--- config.mk ---
export PLATFORM = sky130hd
export DESIGN_NAME = pixel_grid_mapper_flat
export DESIGN_NICKNAME = d
export VERILOG_FILES = /design/src/rtl/pixel_grid_mapper_if.sv /design/src/rtl/pixel_grid_mapper.sv /design/src/flat_wrapper.sv
export SDC_FILE = /design/constraint.sdc
export NUM_CORES = 1
export LEC_CHECK = 0
export BUFFER_PORTS_ARGS = -buffer_cell sky130_fd_sc_hd__buf_2
export CAP_MARGIN = 15
export CORE_MARGIN = 8
export CORE_UTILIZATION = 40
export CTS_CLUSTER_SIZE = 8
export DETAILED_ROUTE_END_ITERATION = 12
export PLACE_DENSITY = 0.69
export SYNTH_ARGS = -nofsm -noshare
export SYNTH_HDL_FRONTEND = slang
export SYNTH_SLANG_ARGS = --single-unit
export TNS_END_PERCENT = 5
--- constraint.sdc ---
create_clock -name clk_in -period 1.2 [get_ports clk_in]
set_clock_uncertainty 0.1 [all_clocks]
set_input_delay 0.12 -clock clk_in [delete_from_list [all_inputs] [get_ports clk_in]]
set_output_delay 0.12 -clock clk_in [all_outputs]
set_load 0.01 [all_outputs]
--- src/rtl/pixel_grid_mapper_if.sv ---
// ============================================================================
// Module   : pixel_grid_mapper_if
// Brief    : Coordinate-in / tile-index-out bundle for pixel_grid_mapper.
// Revision : 1.0  initial release
// ============================================================================
`default_nettype none

interface pixel_grid_mapper_if;
    logic       valid_in;
    logic [8:0] x_coord;
    logic [8:0] y_coord;
    logic       valid_out;
    logic [3:0] x_grid;
    logic [3:0] y_grid;
    logic       oob;

    modport master (
        output valid_in, x_coord, y_coord,
        input  valid_out, x_grid, y_grid, oob
    );

    modport slave (
        input  valid_in, x_coord, y_coord,
        output valid_out, x_grid, y_grid, oob
    );
endinterface

`default_nettype wire

--- src/rtl/pixel_grid_mapper.sv ---
// ============================================================================
// Module   : pixel_grid_mapper
// Brief    : Two-stage pipeline mapping a pixel (x,y) to its tile column/row.
// Revision : 1.0  initial release
// ============================================================================
`default_nettype none

module pixel_grid_mapper #(
    parameter int X_ORIGIN = 0,
    parameter int Y_ORIGIN = 0,
    parameter int TILE_W   = 32,
    parameter int TILE_H   = 32,
    parameter int COLS     = 16,
    parameter int ROWS     = 16
) (
    input  logic                 clk_in,
    input  logic                 rst_in,
    pixel_grid_mapper_if.slave   bus
);

    // 14 bits hold 16*511 = 8176 without overflow
    localparam int c_CW     = 14;
    localparam int c_X_SPAN = COLS * TILE_W;
    localparam int c_Y_SPAN = ROWS * TILE_H;

    // Stage 1
    logic               r_s1_valid;
    logic signed [9:0]  r_dx;
    logic signed [9:0]  r_dy;
    logic               r_below_x;
    logic               r_below_y;

    // Stage 2
    logic               r_valid_out;
    logic [3:0]         r_x_grid;
    logic [3:0]         r_y_grid;
    logic               r_oob;

    logic signed [9:0]  w_dx;
    logic signed [9:0]  w_dy;
    logic               w_below_x;
    logic               w_below_y;

    assign w_dx      = {1'b0, bus.x_coord} - 10'(X_ORIGIN);
    assign w_dy      = {1'b0, bus.y_coord} - 10'(Y_ORIGIN);
    assign w_below_x = {1'b0, bus.x_coord} < 10'(X_ORIGIN);
    assign w_below_y = {1'b0, bus.y_coord} < 10'(Y_ORIGIN);

    always_ff @(posedge clk_in) begin
        if (rst_in) begin
            r_s1_valid <= 1'b0;
            r_dx       <= '0;
            r_dy       <= '0;
            r_below_x  <= 1'b0;
            r_below_y  <= 1'b0;
        end else begin
            r_s1_valid <= bus.valid_in;
            r_dx       <= w_dx;
            r_dy       <= w_dy;
            r_below_x  <= w_below_x;
            r_below_y  <= w_below_y;
        end
    end

    // Offsets are only meaningful as unsigned once the below-origin flag is clear
    logic [c_CW-1:0] w_dx_ext;
    logic [c_CW-1:0] w_dy_ext;
    assign w_dx_ext = {4'b0000, r_dx};
    assign w_dy_ext = {4'b0000, r_dy};

    logic [COLS-1:0] w_x_ge;
    logic [ROWS-1:0] w_y_ge;

    generate
        for (genvar k = 0; k < COLS; k++) begin : g_x_thr
            assign w_x_ge[k] = w_dx_ext >= c_CW'(k * TILE_W);
        end
        for (genvar k = 0; k < ROWS; k++) begin : g_y_thr
            assign w_y_ge[k] = w_dy_ext >= c_CW'(k * TILE_H);
        end
    endgenerate

    logic [3:0] w_x_idx;
    logic [3:0] w_y_idx;
    logic       w_oob;

    // Thresholds rise with k, so the last one passed is the floor quotient
    always_comb begin
        w_x_idx = '0;
        for (int k = 0; k < COLS; k++) begin
            if (w_x_ge[k]) w_x_idx = 4'(k);
        end
        if (r_below_x) w_x_idx = '0;

        w_y_idx = '0;
        for (int k = 0; k < ROWS; k++) begin
            if (w_y_ge[k]) w_y_idx = 4'(k);
        end
        if (r_below_y) w_y_idx = '0;

        w_oob = r_below_x | r_below_y
              | (w_dx_ext >= c_CW'(c_X_SPAN))
              | (w_dy_ext >= c_CW'(c_Y_SPAN));
    end

    always_ff @(posedge clk_in) begin
        if (rst_in) begin
            r_valid_out <= 1'b0;
            r_x_grid    <= '0;
            r_y_grid    <= '0;
            r_oob       <= 1'b0;
        end else begin
            r_valid_out <= r_s1_valid;
            if (r_s1_valid) begin
                r_x_grid <= w_x_idx;
                r_y_grid <= w_y_idx;
                r_oob    <= w_oob;
            end
        end
    end

    assign bus.valid_out = r_valid_out;
    assign bus.x_grid    = r_x_grid;
    assign bus.y_grid    = r_y_grid;
    assign bus.oob       = r_oob;

endmodule

`default_nettype wire

--- src/flat_wrapper.sv ---
// flat-port wrapper written by rule: the top's interface ports become plain ports
module pixel_grid_mapper_flat 
#(
    parameter int X_ORIGIN = 0,
    parameter int Y_ORIGIN = 0,
    parameter int TILE_W   = 32,
    parameter int TILE_H   = 32,
    parameter int COLS     = 16,
    parameter int ROWS     = 16
)
  (clk_in, rst_in, bus_valid_in, bus_x_coord, bus_y_coord, bus_valid_out, bus_x_grid, bus_y_grid, bus_oob);
  pixel_grid_mapper_if bus_i ();
  input  logic clk_in;
  input  logic rst_in;
  input wire logic [$bits(bus_i.valid_in)-1:0] bus_valid_in;
  input wire logic [$bits(bus_i.x_coord)-1:0] bus_x_coord;
  input wire logic [$bits(bus_i.y_coord)-1:0] bus_y_coord;
  output wire logic [$bits(bus_i.valid_out)-1:0] bus_valid_out;
  output wire logic [$bits(bus_i.x_grid)-1:0] bus_x_grid;
  output wire logic [$bits(bus_i.y_grid)-1:0] bus_y_grid;
  output wire logic [$bits(bus_i.oob)-1:0] bus_oob;
  assign bus_i.valid_in = bus_valid_in;
  assign bus_i.x_coord = bus_x_coord;
  assign bus_i.y_coord = bus_y_coord;
  assign bus_valid_out = bus_i.valid_out;
  assign bus_x_grid = bus_i.x_grid;
  assign bus_y_grid = bus_i.y_grid;
  assign bus_oob = bus_i.oob;
  pixel_grid_mapper #(.X_ORIGIN(X_ORIGIN), .Y_ORIGIN(Y_ORIGIN), .TILE_W(TILE_W), .TILE_H(TILE_H), .COLS(COLS), .ROWS(ROWS)) u_core (.clk_in(clk_in), .rst_in(rst_in), .bus(bus_i));
endmodule
---- Word-level counts from Yosys, hierarchy flattened ----
Cells that the tools add are included.
cells by class
  muxes and demuxes ....................... 30
  order comparisons ....................... 32
  bitwise gates (word level) .............. 1
operators by type and width
  operator              number
  $ge 10x9->1 const B   16
  $ge 10x8->1 const B   8
  $mux 4                16
  $ge 10x7->1 const B   4
  $mux 3                8
  $ge 10x10->1 const B  2
  $ge 10x6->1 const B   2
  $mux 2                4
  $mux 1                2
  $or 1x1->1            1
word-level totals
  flip-flop bits (word level) ............. 31
  output and inout bits ................... 10
  logic and storage cells ................. 72

---- Logic depth before layout (Yosys ltp) ----
Gate-level depths: netlist of the first run.
  word-level depth ........................ 16
  depth in mapped cells ................... 3
  depth with buffers taken out ............ 2

---- Worst setup path before layout of the first run ----
No wires, ideal clock.
  kind .................................... register to register
  from .................................... reg u_core.r_s1_valid
  to ...................................... reg u_core.r_x_grid[0] (netlist: u_core.bus.x_grid[0])
  setup slack ............................. 0.330 ns
  library setup time ...................... 0.114 ns
  cell stages (with the launch flop) ...... 4
  arrival ................................. 0.656 ns
  cell sequence ........................... dfxtp_1 > buf_6 > mux2i_1 > nor2_1
RTL lines
  element                 line                      source
  start, declared         pixel_grid_mapper.sv:27   logic r_s1_valid;
  start signal, assigned  pixel_grid_mapper.sv:57   r_s1_valid <= bus.valid_in;
  end signal, assigned    pixel_grid_mapper.sv:115  r_x_grid <= w_x_idx;
  end, declared           pixel_grid_mapper.sv:35   logic [3:0] r_x_grid;

---- Worst setup path after layout of the first run ----
  from .................................... reg u_core.r_y_grid[2] (netlist: u_core.bus.y_grid[2])
  to ...................................... out bus_y_grid[2]
RTL lines
  element                 line                      source
  start, declared         pixel_grid_mapper.sv:36   logic [3:0] r_y_grid;
  start signal, assigned  pixel_grid_mapper.sv:116  r_y_grid <= w_y_idx;
  end, declared           flat_wrapper.sv:20        output wire logic [$bits(bus_i.y_grid)-1:0] bus_y_grid;
No word-level cell between the ends.

==> impl_metrics.toml, run 1 <==
[power]
peakVddDrop_uv = 768.1
clockPowerShare_pct = 32.5
pwr-share-comb_pct = 9.2
intPower_uw = 866.8
switchingPower_uw = 216.5
p_total_uw = 1083
swShare_pct = 19.98
power_density_nw_per_um2 = 1366
p_seq_share_pct = 58.2
p_leak_uw = 0.0003696

[global_route]
grt_pass1_wl_um = 1704
grt_pass1_vias = 434
antenna_found_initial = 0
grt_max_degree = 19
overflow = 0
grt_usage_pct = 7.902

[placement]
place_area_sq_um = 666.9
dp.cells = 81
port_buffers = 19
gp_congestion = 0.5746
dp_slack_ps = 226.8

[setup_path]
path_cells = "buf_2"
critPathKind = "register to primary output"
startpoint_type = "register"
required_ps = 980
crit_family = "flip-flops"
critPathArrivalTime_ps = 760
cp-end-kind = "primary output"
worst-path-buf-inv = 1
crit_fanout = 2
max_stage_delay_ps = 350
cp_slowest_cell = "dfxtp_1"

[timing]
fin_ws_ps = 215.1
fin_crit_ps = 984.9
tns_ps = 0
hold_violations = 0
fmax_mhz = 1015
finalSetupViolations = 0
drv_slew = 0
rsz0062_at_grt = "false"
fin_crit_sh_pct = 82.08

[synthesis]
synth-simple-area-share_pct = 16.67
synth_area_leader_cell = "dfxtp_1"
synth_top_family_by_area = "simple AND/OR/NAND/NOR gates"
syn_avg_cell_area_sq_um = 12.01
yosys.area.top_type_share_pct = 60.00
synth_compound_area_share_pct = 0
syn-cell-area_sq_um = 600.6
synth_fa_ha_area_share_pct = 0
synth_xor_area_share_pct = 0
ys_top_cells_by_area = "dfxtp_1 (60%), mux2i_1 (13%), nor2b_1 (7.3%)"
yosysWarnings = 0
ys_seq_elements = 18
synthMuxAreaShare_pct = 13.33
synth_fp_nets = 71
ys_types = 9
synth-seq-area-share_pct = 60.00
syn_inst = 50

[cells_and_area]
antenna_cells = 0
layout_commonest_cell = "buf_2"
layout.nets = 100
regArea_sq_um = 360.3
drive_gt1_share_pct = 34.62
multi_input_comb_area_sq_um = 183.9
postLayoutCellArea_sq_um = 793.3
finalNonFillerCells = 94
fill_cells = 134
final_cell_mix = "buf_2 (19), dfxtp_1 (18), dlygate4sd3_1 (9)"
syn_to_final_growth_pct = 32.08

[floorplanning]
boundaryPins = 31
rows = 14
chipWidth_um = 54.75
die_y_um = 54.75
core_area_sq_um = 1454
die_area_sq_um = 2998
start_util_pct = 41.31

[clock_tree]
clkLatencyLatePin_ps = 280
cts_buffer_depth = 2
cts_tree = "yes"
cts-root-buf = "clkbuf_4"
cts_buffers = 3
clk_pin_slew_worst_paths_ps = 100
h-tree-depth = 1
cts.sinks = 18

[routing]
dr.pass1.iters = 4
ant_nets = 0
drtIter0Drc = 1
avgViaCountPerCell = 4.383
wire_per_inst_um = 10.98
drt_wl_total_um = 1032
remaining_drc_errors = 0
vias = 412

[job]
maxCapViolCount = 0

[run_status]
status = "complete, no violations"

[min_path]
hold_path_class = "input port to register"
-- state kept, by name, summed over array words and instances (netlist names) --
signal,cells
u_core.bus.x_grid,4
u_core.bus.y_grid,4
u_core.r_dx,4
u_core.r_dy,4
u_core.bus.valid_out,1
u_core.r_s1_valid,1
-- power by group through the flow --
| stage | Sequential (uW) | Combinational (uW) | Clock [uW] |
|---|---|---|---|
| after global placement | 643 | 77.0 | 0 |
| after floorplan | 649 | 58.8 | 0 |
| final | 631 | 100 | 353 |
| after CTS | 631 | 102 | 370 |
| after detailed placement | 645 | 78.5 | 0 |
| after global routing | 633 | 112 | 399 |
-- synth_stat cells, drive strengths merged --
master,count
dfxtp,18
mux2i,8
nor2,8
conb,1
buf,5
nor2b,10
-- per-stage QoR --
stage	utilization, %	hold WS [ps]
3_5_place_dp	45.87	232.1
3_3_place_gp	45.87	228.5
2_1_floorplan	-	148.2
4_1_cts	54.56	109.6
5_1_grt	54.56	124.0
6_report	54.56	110.9
-- final timing paths --
| kind | startpoint | end | slack [ps] | depth (start not counted) |
|---|---|---|---|---|
| setup reg to reg | u_core.r_s1_valid | u_core.bus.x_grid[2] | 230 | 3 |
| hold / removal | rst_in | u_core.bus.y_grid[3] | 110 | 2 |
| hold reg to reg | u_core.r_dy[8] | u_core.bus.y_grid[3] | 380 | 2 |
| setup / recovery | u_core.bus.y_grid[2] | bus_y_grid[2] | 220 | 1 |
-- layer usage --
metal | track usage [%] | share of wire (%)
met1 | 7.042 | 38
met2 | 14.91 | 56
met3 | 1.630 | 4.6
met4 | 6.148 | 1.8
met5 | 0 | 0
-- cell type report --
class | instances | share of cell area, %
timing repair buffer | 29 | 24.29
sequential | 18 | 45.43
clock buffer | 4 | 4.574
multi-input combinational | 27 | 23.19
tap | 16 | 2.524
-- what timing repair did --
item | 4_1_cts | 5_1_grt
gates resized for setup | 0 | 0
endpoints found under the hold margin | 9 | 0
buffers inserted | 0 | 0
endpoints found under the setup margin | 0 | 0
hold buffers | 9 | 0
-- kinds of logic (layout without fill, tap and decap cells) --
family | after synthesis | in the layout
buf+inv | 5 | 33
flops | 18 | 18
mux | 8 | 8
other cells | 1 | 1
simple gates | 18 | 18
(Power assumes the default switching activity.)
==> run 2, diff against run 1 <==
Clock period 1.2 ns to 1 ns, I/O delays scaled along.
==> run 2 against run 1 <==
Compared with the run above: via count did not move; worst hold slack got worse by 36 ps; core utilization rose by 1.1 points; sequential power rose by 20%; die area did not move; largest cell class unchanged; critical path type unchanged; sequential share of layout area fell by 0.14 points; global-route usage rose by 0.059 points; wire length fell by 3.5%; critical path depth did not move; clock-buffer cell count did not move; combinational power rose by 22%.
==> impl_metrics.toml, run 2 (synthesis results as in run 1) <==
[global_route]
grt_max_degree = 19
grt_pass1_vias = 394
grt_pass1_wl_um = 1614
grt_busiest_layer = "met2"
groute.layer.met3.usage_pct = 2.446
met1_usage_pct = 8.150
grt_usage_pct = 7.961
overflow = 0
met2_usage_pct = 11.51
antenna_found_initial = 0

[min_path]
min_from = "rst_in"
hold_path_class = "input port to register"

[floorplanning]
die_y_um = 54.75
start_util_pct = 41.31
chipWidth_um = 54.75
rows = 14
core_area_sq_um = 1454
boundaryPins = 31
die_area_sq_um = 2998

[power]
swShare_pct = 20.06
power_density_nw_per_um2 = 1615
p_seq_share_pct = 58.0
intPower_uw = 1045
switchingPower_uw = 262.3
peakVddDrop_uv = 843.7
pwr-share-comb_pct = 9.3
p_total_uw = 1307
clockPowerShare_pct = 32.6
p_leak_uw = 0.0003768

[setup_path]
crit_fanout = 2
critPathKind = "register to primary output"
rr_endpoint = "u_core.bus.x_grid[3]"
cp-end-kind = "primary output"
reg2reg_slack_ps = 80
endpoint = "bus_y_grid[0]"
reg2reg_from = "u_core.r_s1_valid"
max_stage_delay_ps = 340
cp.depth = 1
path_cells = "buf_4"
required_ps = 800
reg2regPathDepth = 3
critPathArrivalTime_ps = 760
worst-path-buf-inv = 1
cp_slowest_cell = "dfxtp_2"
crit_family = "flip-flops"
startpoint_type = "register"
cp-startpoint = "u_core.bus.y_grid[0]"

[timing]
fmax_mhz = 1040
tns_ps = 0
fin_crit_sh_pct = 96.15
finalSetupViolations = 0
fin_crit_ps = 961.5
drv_slew = 0
hold_violations = 0
rsz0062_at_grt = "false"
fin_ws_ps = 38.49

[cells_and_area]
multi_input_comb_area_sq_um = 183.9
regArea_sq_um = 366.6
layout_commonest_cell = "buf_2"
syn_to_final_growth_pct = 34.79
antenna_cells = 0
drive_gt1_share_pct = 41.77
fill_cells = 137
final_cell_mix = "buf_2 (18), dfxtp_1 (13), dlygate4sd3_1 (9)"
layout.nets = 101
finalNonFillerCells = 95

[routing]
avgViaCountPerCell = 4.337
wire_per_inst_um = 10.48
remaining_drc_errors = 0
drtIter0Drc = 2
ant_nets = 0
vias = 412
dr.pass1.iters = 4
drt_wl_total_um = 996

[placement]
port_buffers = 19
dp.cells = 82
dp_slack_ps = 67.00
gp_congestion = 0.5748

[clock_tree]
h-tree-depth = 1
postCtsSetupRepairBufs = 0
cts_tree = "yes"
cts_buffers = 3
clk_pin_slew_worst_paths_ps = 100
cts_buffer_depth = 2
cts-root-buf = "clkbuf_4"
cts.sinks = 18
clkLatencyLatePin_ps = 290

[run_status]
status = "complete, no violations"

[job]
maxCapViolCount = 0
run 2: cell count changes in the layout (fill, tap and decap cells not counted):
| cell | previous run | this run |
|---|---|---|
| buf_2 | 19 | 18 |
| buf_4 | 1 | 3 |
| dfxtp_2 | 0 | 5 |
| dfxtp_1 | 18 | 13 |
run 2: power by group through the flow:
| stage | clock [uW] | combinational (uW) | sequential (uW) |
|---|---|---|---|
| final | 427 | 122 | 759 |
| after CTS | 443 | 124 | 758 |
| after global placement | 0 | 94.7 | 773 |
| after global routing | 474 | 136 | 762 |
| after detailed placement | 0 | 96.2 | 774 |
| after floorplan | 0 | 70.5 | 779 |
run 2: final cells by class:
type	instances	area share, %
sequential	18	45.29
timing repair buffer	30	25.04
multi-input combinational	27	22.72
clock buffer	4	4.482
tap	16	2.473
run 2: timing repair:
action | 4_1_cts | 5_1_grt
resized for setup | 0 | 6
hold buffers | 9 | 0
hold endpoints to repair | 9 | 0
endpoints found under the setup margin | 0 | 6
run 2: worst reg2reg max path, cell delays in order (launching register included):
cell	delay (ps)
dfxtp_2	330
buf_4	140
mux2i_1	180
nor2_1	50
run 2: per-stage QoR:
step                util [%]  hold slack [ps]  area (sq um)
global placement       46.39            208.2         674.4
finish                 55.68            75.00         809.5
CTS                    55.08            80.36         800.8
floorplan                  -            128.2         600.6
detailed placement     46.39            214.0         674.4
global route           55.68            96.95         809.5
run 2: layer usage:
layer | routed length, um | vias up
met3 | 62 | 5
met4 | 51 | 0
met5 | 0 | -
li1 | - | 210
met1 | 407 | 185
met2 | 475 | 12
run 2: how the worst min path moves through the flow:
stage | slack, ps | cells past startpoint | end
3_3_place_gp | 210 | 2 | u_core.r_dx[5]
2_1_floorplan | 130 | 1 | u_core.r_dx[6]
4_1_cts | 80 | 2 | u_core.bus.x_grid[2]
5_1_grt | 100 | 2 | u_core.r_dx[5]
6_report | 80 | 2 | u_core.bus.x_grid[2]
3_5_place_dp | 210 | 2 | u_core.r_dy[7]
